===== src/rtl/day_rx.sv =====
// day_rx: assembles 4-bit letter codes into four-letter words and decodes day names.
// Optional weekly-order check (seq_err) is built when DAY_RX_SEQ_CHECK_EN is defined.
module day_rx (
   input  logic       clk,
   input  logic       rst,
   input  logic       in_valid,
   input  logic       in_first,
   input  logic [3:0] in_letter,
   output logic       day_valid,
   output logic       day_err,
   output logic [2:0] day_idx,
   output logic       frame_err,
   output logic       seq_err
);

   localparam logic [2:0] ERR_IDX = 3'b111;

   logic [1:0]  pos;
   logic [3:0]  slot0;
   logic [3:0]  slot1;
   logic [3:0]  slot2;
   logic [15:0] word;
   logic [3:0]  hit;
   logic        resync;
   logic        done;

   // {match, index}; words with illegal codes can never hit a table entry
   function automatic logic [3:0] lookup(input logic [15:0] w);
      case (w)
         16'h7787: lookup = 4'b1_000;
         16'hCD30: lookup = 4'b1_001;
         16'hDD32: lookup = 4'b1_010;
         16'hC5D0: lookup = 4'b1_011;
         16'h4A60: lookup = 4'b1_100;
         16'hB1C0: lookup = 4'b1_101;
         16'hBD70: lookup = 4'b1_110;
         default:  lookup = {1'b0, ERR_IDX};
      endcase
   endfunction

   assign resync = in_valid & in_first;
   assign done   = in_valid & ~in_first & (pos == 2'd3);
   // the 4th letter is matched straight off the bus, so it needs no slot
   assign word   = {slot0, slot1, slot2, in_letter};
   assign hit    = lookup(word);

   always_ff @(posedge clk) begin
      if (rst) begin
         pos       <= 2'd0;
         slot0     <= 4'd0;
         slot1     <= 4'd0;
         slot2     <= 4'd0;
         day_idx   <= ERR_IDX;
         day_valid <= 1'b0;
         day_err   <= 1'b0;
         frame_err <= 1'b0;
      end else begin
         day_valid <= 1'b0;
         day_err   <= 1'b0;
         frame_err <= 1'b0;
         if (resync) begin
            slot0     <= in_letter;
            pos       <= 2'd1;
            frame_err <= (pos != 2'd0);
         end else if (in_valid) begin
            unique case (pos)
               2'd0: slot0 <= in_letter;
               2'd1: slot1 <= in_letter;
               2'd2: slot2 <= in_letter;
               2'd3: ;
            endcase
            pos <= pos + 2'd1;
            if (done) begin
               day_valid <= hit[3];
               day_err   <= ~hit[3];
               day_idx   <= hit[2:0];
            end
         end
      end
   end

`ifdef DAY_RX_SEQ_CHECK_EN
   logic [2:0] last_idx;
   logic [2:0] succ;
   logic       have_last;

   assign succ = (last_idx == 3'd6) ? 3'd0 : last_idx + 3'd1;

   always_ff @(posedge clk) begin
      if (rst) begin
         last_idx  <= 3'd0;
         have_last <= 1'b0;
         seq_err   <= 1'b0;
      end else begin
         seq_err <= 1'b0;
         if (done && hit[3]) begin
            seq_err   <= have_last && (hit[2:0] != succ);
            last_idx  <= hit[2:0];
            have_last <= 1'b1;
         end else if ((done && !hit[3]) || (resync && pos != 2'd0)) begin
            have_last <= 1'b0;
         end
      end
   end
`else
   assign seq_err = 1'b0;
`endif

endmodule


===== config.mk =====
export PLATFORM = sky130hd
export DESIGN_NAME = day_rx
export DESIGN_NICKNAME = d
export VERILOG_FILES = /design/src/rtl/day_rx.sv
export SDC_FILE = /design/constraint.sdc
export NUM_CORES = 1
export LEC_CHECK = 0
export ABC_AREA = 0
export CORE_MARGIN = 5
export CORE_UTILIZATION = 57
export CTS_CLUSTER_SIZE = 40
export DETAILED_ROUTE_END_ITERATION = 6
export PLACE_DENSITY = 0.83
export REMOVE_ABC_BUFFERS = 1
export SLEW_MARGIN = 20
export SYNTH_ARGS = -nofsm -noshare
export SYNTH_HDL_FRONTEND = slang
export SYNTH_SLANG_ARGS = --single-unit

===== constraint.sdc =====
create_clock -name clk -period 4.6 [get_ports clk]
set_input_delay 0.92 -clock clk [delete_from_list [all_inputs] [get_ports clk]]
set_output_delay 0.92 -clock clk [all_outputs]
set_load 0.05 [all_outputs]

==> impl_metrics.env, run 1 <==
export IMPL_crit_chain="clkdlybuf4s50_1, nor2b_1, nand2_1, nor2_1, nand3_1, o21a_1"
export IMPL_grt_max_degree=21
export IMPL_synth_top_area_share_pct=37.04
export IMPL_dieArea_sq_um=2868
export IMPL_ys_warn_count=0
export IMPL_power_density_nw_per_um2=260.1
export IMPL_finClkSkew_ps=3.573
export IMPL_ys_seq_area_share_pct=37.04
export IMPL_clkTransAtPathRegs_ps=110
export IMPL_maxCapViolCount=0
export IMPL_postCtsResizedCells=0
export IMPL_ant_nets=0
export IMPL_yosysTopAreaCell="dfxtp_1"
export IMPL_avgRoutedWirePerCell_microns=14.96
export IMPL_critPathSlowestCell="nor2b_1"
export IMPL_routed_wl_microns=2484
export IMPL_h_tree_depth=1
export IMPL_fp_dieW_microns=53.55
export IMPL_synth_cell_types=36
export IMPL_final_common_cell="dfxtp_1"
export IMPL_crit_type="in2reg"
export IMPL_ys_ff_latch=20
export IMPL_die_y_microns=53.55
export IMPL_cp_max_fo=13
export IMPL_leakagePower_nw=0.4125
export IMPL_grt_setup_unrepaired="no"
export IMPL_ioPinCount=15
export IMPL_vias=1052
export IMPL_endpoint_kind="register"
export IMPL_drive_above_1_share_pct=4.255
export IMPL_diodes=0
export IMPL_synthTopCellsByArea="dfxtp_1 37%, nand2_1 5.9%, ha_1 4.6%"
export IMPL_antenna_found_initial=0
export IMPL_cts_root_buf="clkbuf_4"
export IMPL_post_synth_cell_area_avg_sq_um=8.380
export IMPL_syn_to_final_growth_pct=15.86
export IMPL_cts_sinks=20
export IMPL_insertion_delay_ps=300
export IMPL_start_util_pct=61.28
export IMPL_drv_slew=0
export IMPL_cts_buffer_depth=2
export IMPL_fmax_mhz=371.6
export IMPL_postCtsHoldBufs=0
export IMPL_synth_cells=129
export IMPL_grt_pass1_vias=1015
export IMPL_use_met2_pct=33.88
export IMPL_worst_slew_pin_slew_ps=820.1
export IMPL_drc=0
export IMPL_finalNetCount=154
export IMPL_routabilityCongestion=0.9254
export IMPL_tritoncts="yes"
export IMPL_synth_edf_count=0
export IMPL_tns_ps=0
export IMPL_worst_setup_path_start_kind="input port"
export IMPL_grt_most_used_layer="met2"
export IMPL_ir_drop_v=0.0001998
export IMPL_syn_area_sq_um=1081
export IMPL_layout_min_cycle_time_ps=2691
export IMPL_finalCritPeriodShare_pct=58.51
export IMPL_met1_usage_pct=24.62
export IMPL_ys_async_sr_fraction_pct=0
export IMPL_postCtsSetupBuffers=0
export IMPL_dr_pass1_iters=4
export IMPL_hold_viol_final=0
export IMPL_first_iter_violations=40
export IMPL_core_sq_um=1764
export IMPL_finalNonFillerCells=166
export IMPL_fin_util_pct=70.99
export IMPL_final_cell_mix="20 x dfxtp_1, 17 x nand2_1, 13 x clkdlybuf4s50_1, 10 x nand3_1, 9 x a21oi_1"
export IMPL_grt_pass1_wl_microns=4284
export IMPL_synth_flop_cell="dfxtp_1"
export IMPL_required_ps=4810
export IMPL_finalSetupViolCount=0
export IMPL_cts_buffers=3
export IMPL_cpPeakStageDelay_ps=690
export IMPL_status="finished, final reports clean"
export IMPL_portBuffers=13
export IMPL_slew_headroom_pct=45.22
export IMPL_hpwl_microns=1825
export IMPL_critPathArrivalTime_ps=2900
export IMPL_row_count=15
export IMPL_track_usage_pct=20.26
export IMPL_grtUsageMet3_pct=3.601
export IMPL_via_per_inst=6.337
export IMPL_post_place_cells=162
export IMPL_grt_overflow_total=0
export IMPL_hold_class="reg2reg"
## cell type report
class,count,area (sq um)
clock buffers,4,36.28
fillers,148,511.7
inverters,2,7.507
multi-input cells,102,646.9
flip-flops and latches,20,400.4
well taps,25,31.28
repair buffers,13,130.1
## routing by layer
metal / wire [microns] / vias to the layer above
met5: 0 / -
met4: 36 / 0
met1: 1057 / 494
met2: 1203 / 54
li1: - / 499
met3: 186 / 5
## worst max-delay path: cells and delay by family
| kind | cells | cell delay [ps] |
|---|---|---|
| AND/OR/NAND/NOR | 4 | 1220 |
| AO/OA/AOI/OAI | 1 | 190 |
| buffers and inverters | 1 | 560 |
## kinds of logic after synthesis
kind of cell             after synthesis  share of synthesized area, %
adder cells (fa/ha/maj)                4                         4.630
buffers and inverters                  7                         3.125
other                                  1                        0.3469
AO/OA/AOI/OAI                         23                         13.54
flip-flops                            20                         37.04
AND/OR/NAND/NOR                       70                         37.62
multiplexers                           4                         3.704
## through the flow
stage	worst slack [ps]	instance area (sq um)	hold WS (ps)	power [W]
floorplan	2459	1055	438.7	0.0002070
global placement	1638	1216	458.5	0.0002238
detailed placement	1603	1216	462.9	0.0002247
CTS	1914	1252	486.2	0.0003257
global route	1731	1252	517.6	0.0003396
finish	1909	1252	485.3	0.0003258
## report_power, final
part / switching (W) / internal, W
combinational: 0.0000217 / 0.0000159
sequential: 0.00000637 / 0.000178
clock: 0.0000556 / 0.0000483
total: 0.0000837 / 0.000242
## worst paths after layout
check,cells after the start,startpoint,to,slack [ps]
setup / recovery,6,in_valid,day_idx[1],1910
hold / removal,2,day_idx[2],day_idx[2],490
setup reg to reg,5,slot2[0],day_idx[0],2740
hold reg to reg,2,day_idx[2],day_idx[2],490
## flip-flops by register name, indices dropped and copies added (netlist names)
signal,flops
slot0,4
slot1,4
slot2,4
day_idx,3
pos,2
day_err,1
day_valid,1
frame_err,1
## cells in the mapped netlist (2+ instances only)
master,n
buf_4,2
a21oi_1,9
nand3_1,10
inv_1,2
nand4b_1,4
nor2b_1,2
o22ai_1,2
and2_1,2
nor3_1,5
o21ai_1,3
a211oi_1,2
dfxtp_1,20
nand2b_1,3
or4_1,3
nand2_1,17
mux2i_1,4
ha_1,4
clkbuf_1,3
nor4_1,3
nor4bb_1,2
or3_1,4
nor2_1,7
nand4bb_1,3
Note: power is estimated with default switching activity, not from simulation.
==> run 2: changes to the inputs <==
CORE_UTILIZATION = 47   (was 57)
PLACE_DENSITY = 0.73   (was 0.83)
clock period = 2.4 ns   (was 4.6 ns; I/O delays follow)
==> run 2 against run 1 <==
  * Sequential power is 92% higher
  * Wire length is 2.3% higher
  * Non-clock buffer count is 4 higher
  * Clock-buffer cell count is 1 lower
  * Die area is 17% higher
  * First-iteration DRC count is 10% lower
  * Power is 120% higher
  * Clock skew hardly changed
  * Core utilization is 12 points lower
  * Setup slack worse by 1500 ps
  * Via count hardly changed
  * Register-to-register slack worse by 2200 ps
  * Highest routed layer unchanged
==> impl_metrics.env, run 2 (synthesis results as in run 1) <==
export IMPL_status="finished, final reports clean"
export IMPL_fmax_mhz=493.8
export IMPL_cts_buffer_depth=2
export IMPL_core_sq_um=2212
export IMPL_row_count=17
export IMPL_multi_input_area_sq_um=646.9
export IMPL_use_met2_pct=27.74
export IMPL_slew_headroom_pct=65.31
export IMPL_final_area_sq_um=1303
export IMPL_routed_wl_microns=2542
export IMPL_postCtsHoldBufs=0
export IMPL_fillers=210
export IMPL_fp_dieW_microns=57.96
export IMPL_dr_pass1_iters=4
export IMPL_die_y_microns=57.96
export IMPL_finalNetCount=158
export IMPL_critPathArrivalTime_ps=2270
export IMPL_grtUsageMet3_pct=4.232
export IMPL_ir_drop_v=0.0003498
export IMPL_finClkSkew_ps=3.527
export IMPL_setup_slack_ps=374.8
export IMPL_grt_max_degree=17
export IMPL_postCtsResizedCells=0
export IMPL_tritoncts="yes"
export IMPL_h_tree_depth=1
export IMPL_dieArea_sq_um=3359
export IMPL_diodes=0
export IMPL_grt_pass1_wl_microns=4257
export IMPL_cp_max_fo=6
export IMPL_avgRoutedWirePerCell_microns=14.69
export IMPL_grt_most_used_layer="met2"
export IMPL_hold_viol_final=0
export IMPL_endpoint_kind="register"
export IMPL_routabilityCongestion=0.8681
export IMPL_antenna_found_initial=0
export IMPL_drive_above_1_share_pct=6.897
export IMPL_ff_latch_area_sq_um=400.4
export IMPL_final_common_cell="dfxtp_1"
export IMPL_clkTransAtPathRegs_ps=120
export IMPL_finalSetupViolCount=0
export IMPL_insertion_delay_ps=310
export IMPL_hpwl_microns=1929
export IMPL_cts_buffers=3
export IMPL_worst_slew_pin_slew_ps=516.9
export IMPL_cts_root_buf="clkbuf_4"
export IMPL_maxCapViolCount=0
export IMPL_cts_sinks=20
export IMPL_met1_usage_pct=19.35
export IMPL_top_regs="slot0 x4, slot1 x4, slot2 x4"
export IMPL_place_area_sq_um=1250
export IMPL_grt_overflow_total=0
export IMPL_tns_ps=0
export IMPL_first_iter_violations=36
export IMPL_cpPeakStageDelay_ps=500
export IMPL_vias=1053
export IMPL_grt_setup_unrepaired="no"
export IMPL_postCtsSetupBuffers=0
export IMPL_crit_type="in2reg"
export IMPL_portBuffers=13
export IMPL_track_usage_pct=16.47
export IMPL_critPathBufInv=1
export IMPL_crit_chain="clkdlybuf4s50_1, or3_1, nor4_2, o21ai_2, o211a_1, nor3_1"
export IMPL_power_density_nw_per_um2=547.5
export IMPL_crit_family="simple AND/OR/NAND/NOR gates"
export IMPL_drc=0
export IMPL_critPathSlowestCell="clkdlybuf4s50_1"
export IMPL_syn_to_final_growth_pct=20.49
export IMPL_leakagePower_nw=0.4390
export IMPL_dpl_worst_slack_ps=70.42
export IMPL_grt_pass1_vias=947
export IMPL_start_util_pct=48.87
export IMPL_ant_nets=0
export IMPL_worst_setup_path_start_kind="input port"
export IMPL_layout_min_cycle_time_ps=2025
export IMPL_finalCritPeriodShare_pct=84.38
export IMPL_via_per_inst=6.087
export IMPL_required_ps=2640
export IMPL_ioPinCount=15
export IMPL_hold_class="reg2reg"
export IMPL_final_cell_mix="20 x dfxtp_1, 17 x nand2_1, 13 x clkdlybuf4s50_1, 10 x nand3_1, 9 x a21oi_1"
export IMPL_drv_slew=0
run 2: changes by cell type in the layout (fill, tap and decap cells not counted), sizes merged:
cell    delta
buf        +4
clkbuf     -1
bufinv     +1
run 2: cell type report:
class / count / area share, %
Clock buffer: 3 / 1.729
Clock inverter: 1 / 2.305
Inverter: 2 / 0.5764
Multi-Input combinational cell: 102 / 49.66
Sequential cell: 20 / 30.74
Tap cell: 28 / 2.690
Timing Repair Buffer: 17 / 12.30
run 2: path summary, 6_finish.rpt:
path	from	endpoint	slack, ps	cells after the start
setup / recovery	in_letter[0]	day_valid	370	6
hold / removal	slot2[3]	slot2[3]	480	2
setup reg to reg	slot2[0]	day_idx[0]	540	5
hold reg to reg	slot2[3]	slot2[3]	480	2
run 2: stage by stage:
step | utilization (%) | hold slack [ps] | power [W] | instances
after floorplan | - | 438.7 | 0.0003967 | 124
after global placement | 56.50 | 460.3 | 0.0004351 | 169
after detailed placement | 56.50 | 466.9 | 0.0004372 | 169
after CTS | 58.88 | 486.1 | 0.0007125 | 173
after global routing | 58.88 | 508.9 | 0.0007353 | 173
final | 58.88 | 483.5 | 0.0007131 | 173
run 2: worst min-delay path, stage by stage, from the launching register on:
cell	delay [ps]
dfxtp_1	340
nand2_1	60
a21oi_1	50
run 2: routing by layer:
| metal | vias up | share of wire [%] |
|---|---|---|
| li1 | 509 | - |
| met1 | 477 | 41 |
| met2 | 57 | 48 |
| met3 | 10 | 9.5 |
| met4 | 0 | 2.1 |
| met5 | - | 0 |
run 2: power breakdown:
group | internal (W) | switching, W | total (W)
clock | 0.000169 | 0.000113 | 0.000282
sequential | 0.000341 | 0.0000128 | 0.000354
combinational | 0.0000346 | 0.0000424 | 0.0000771
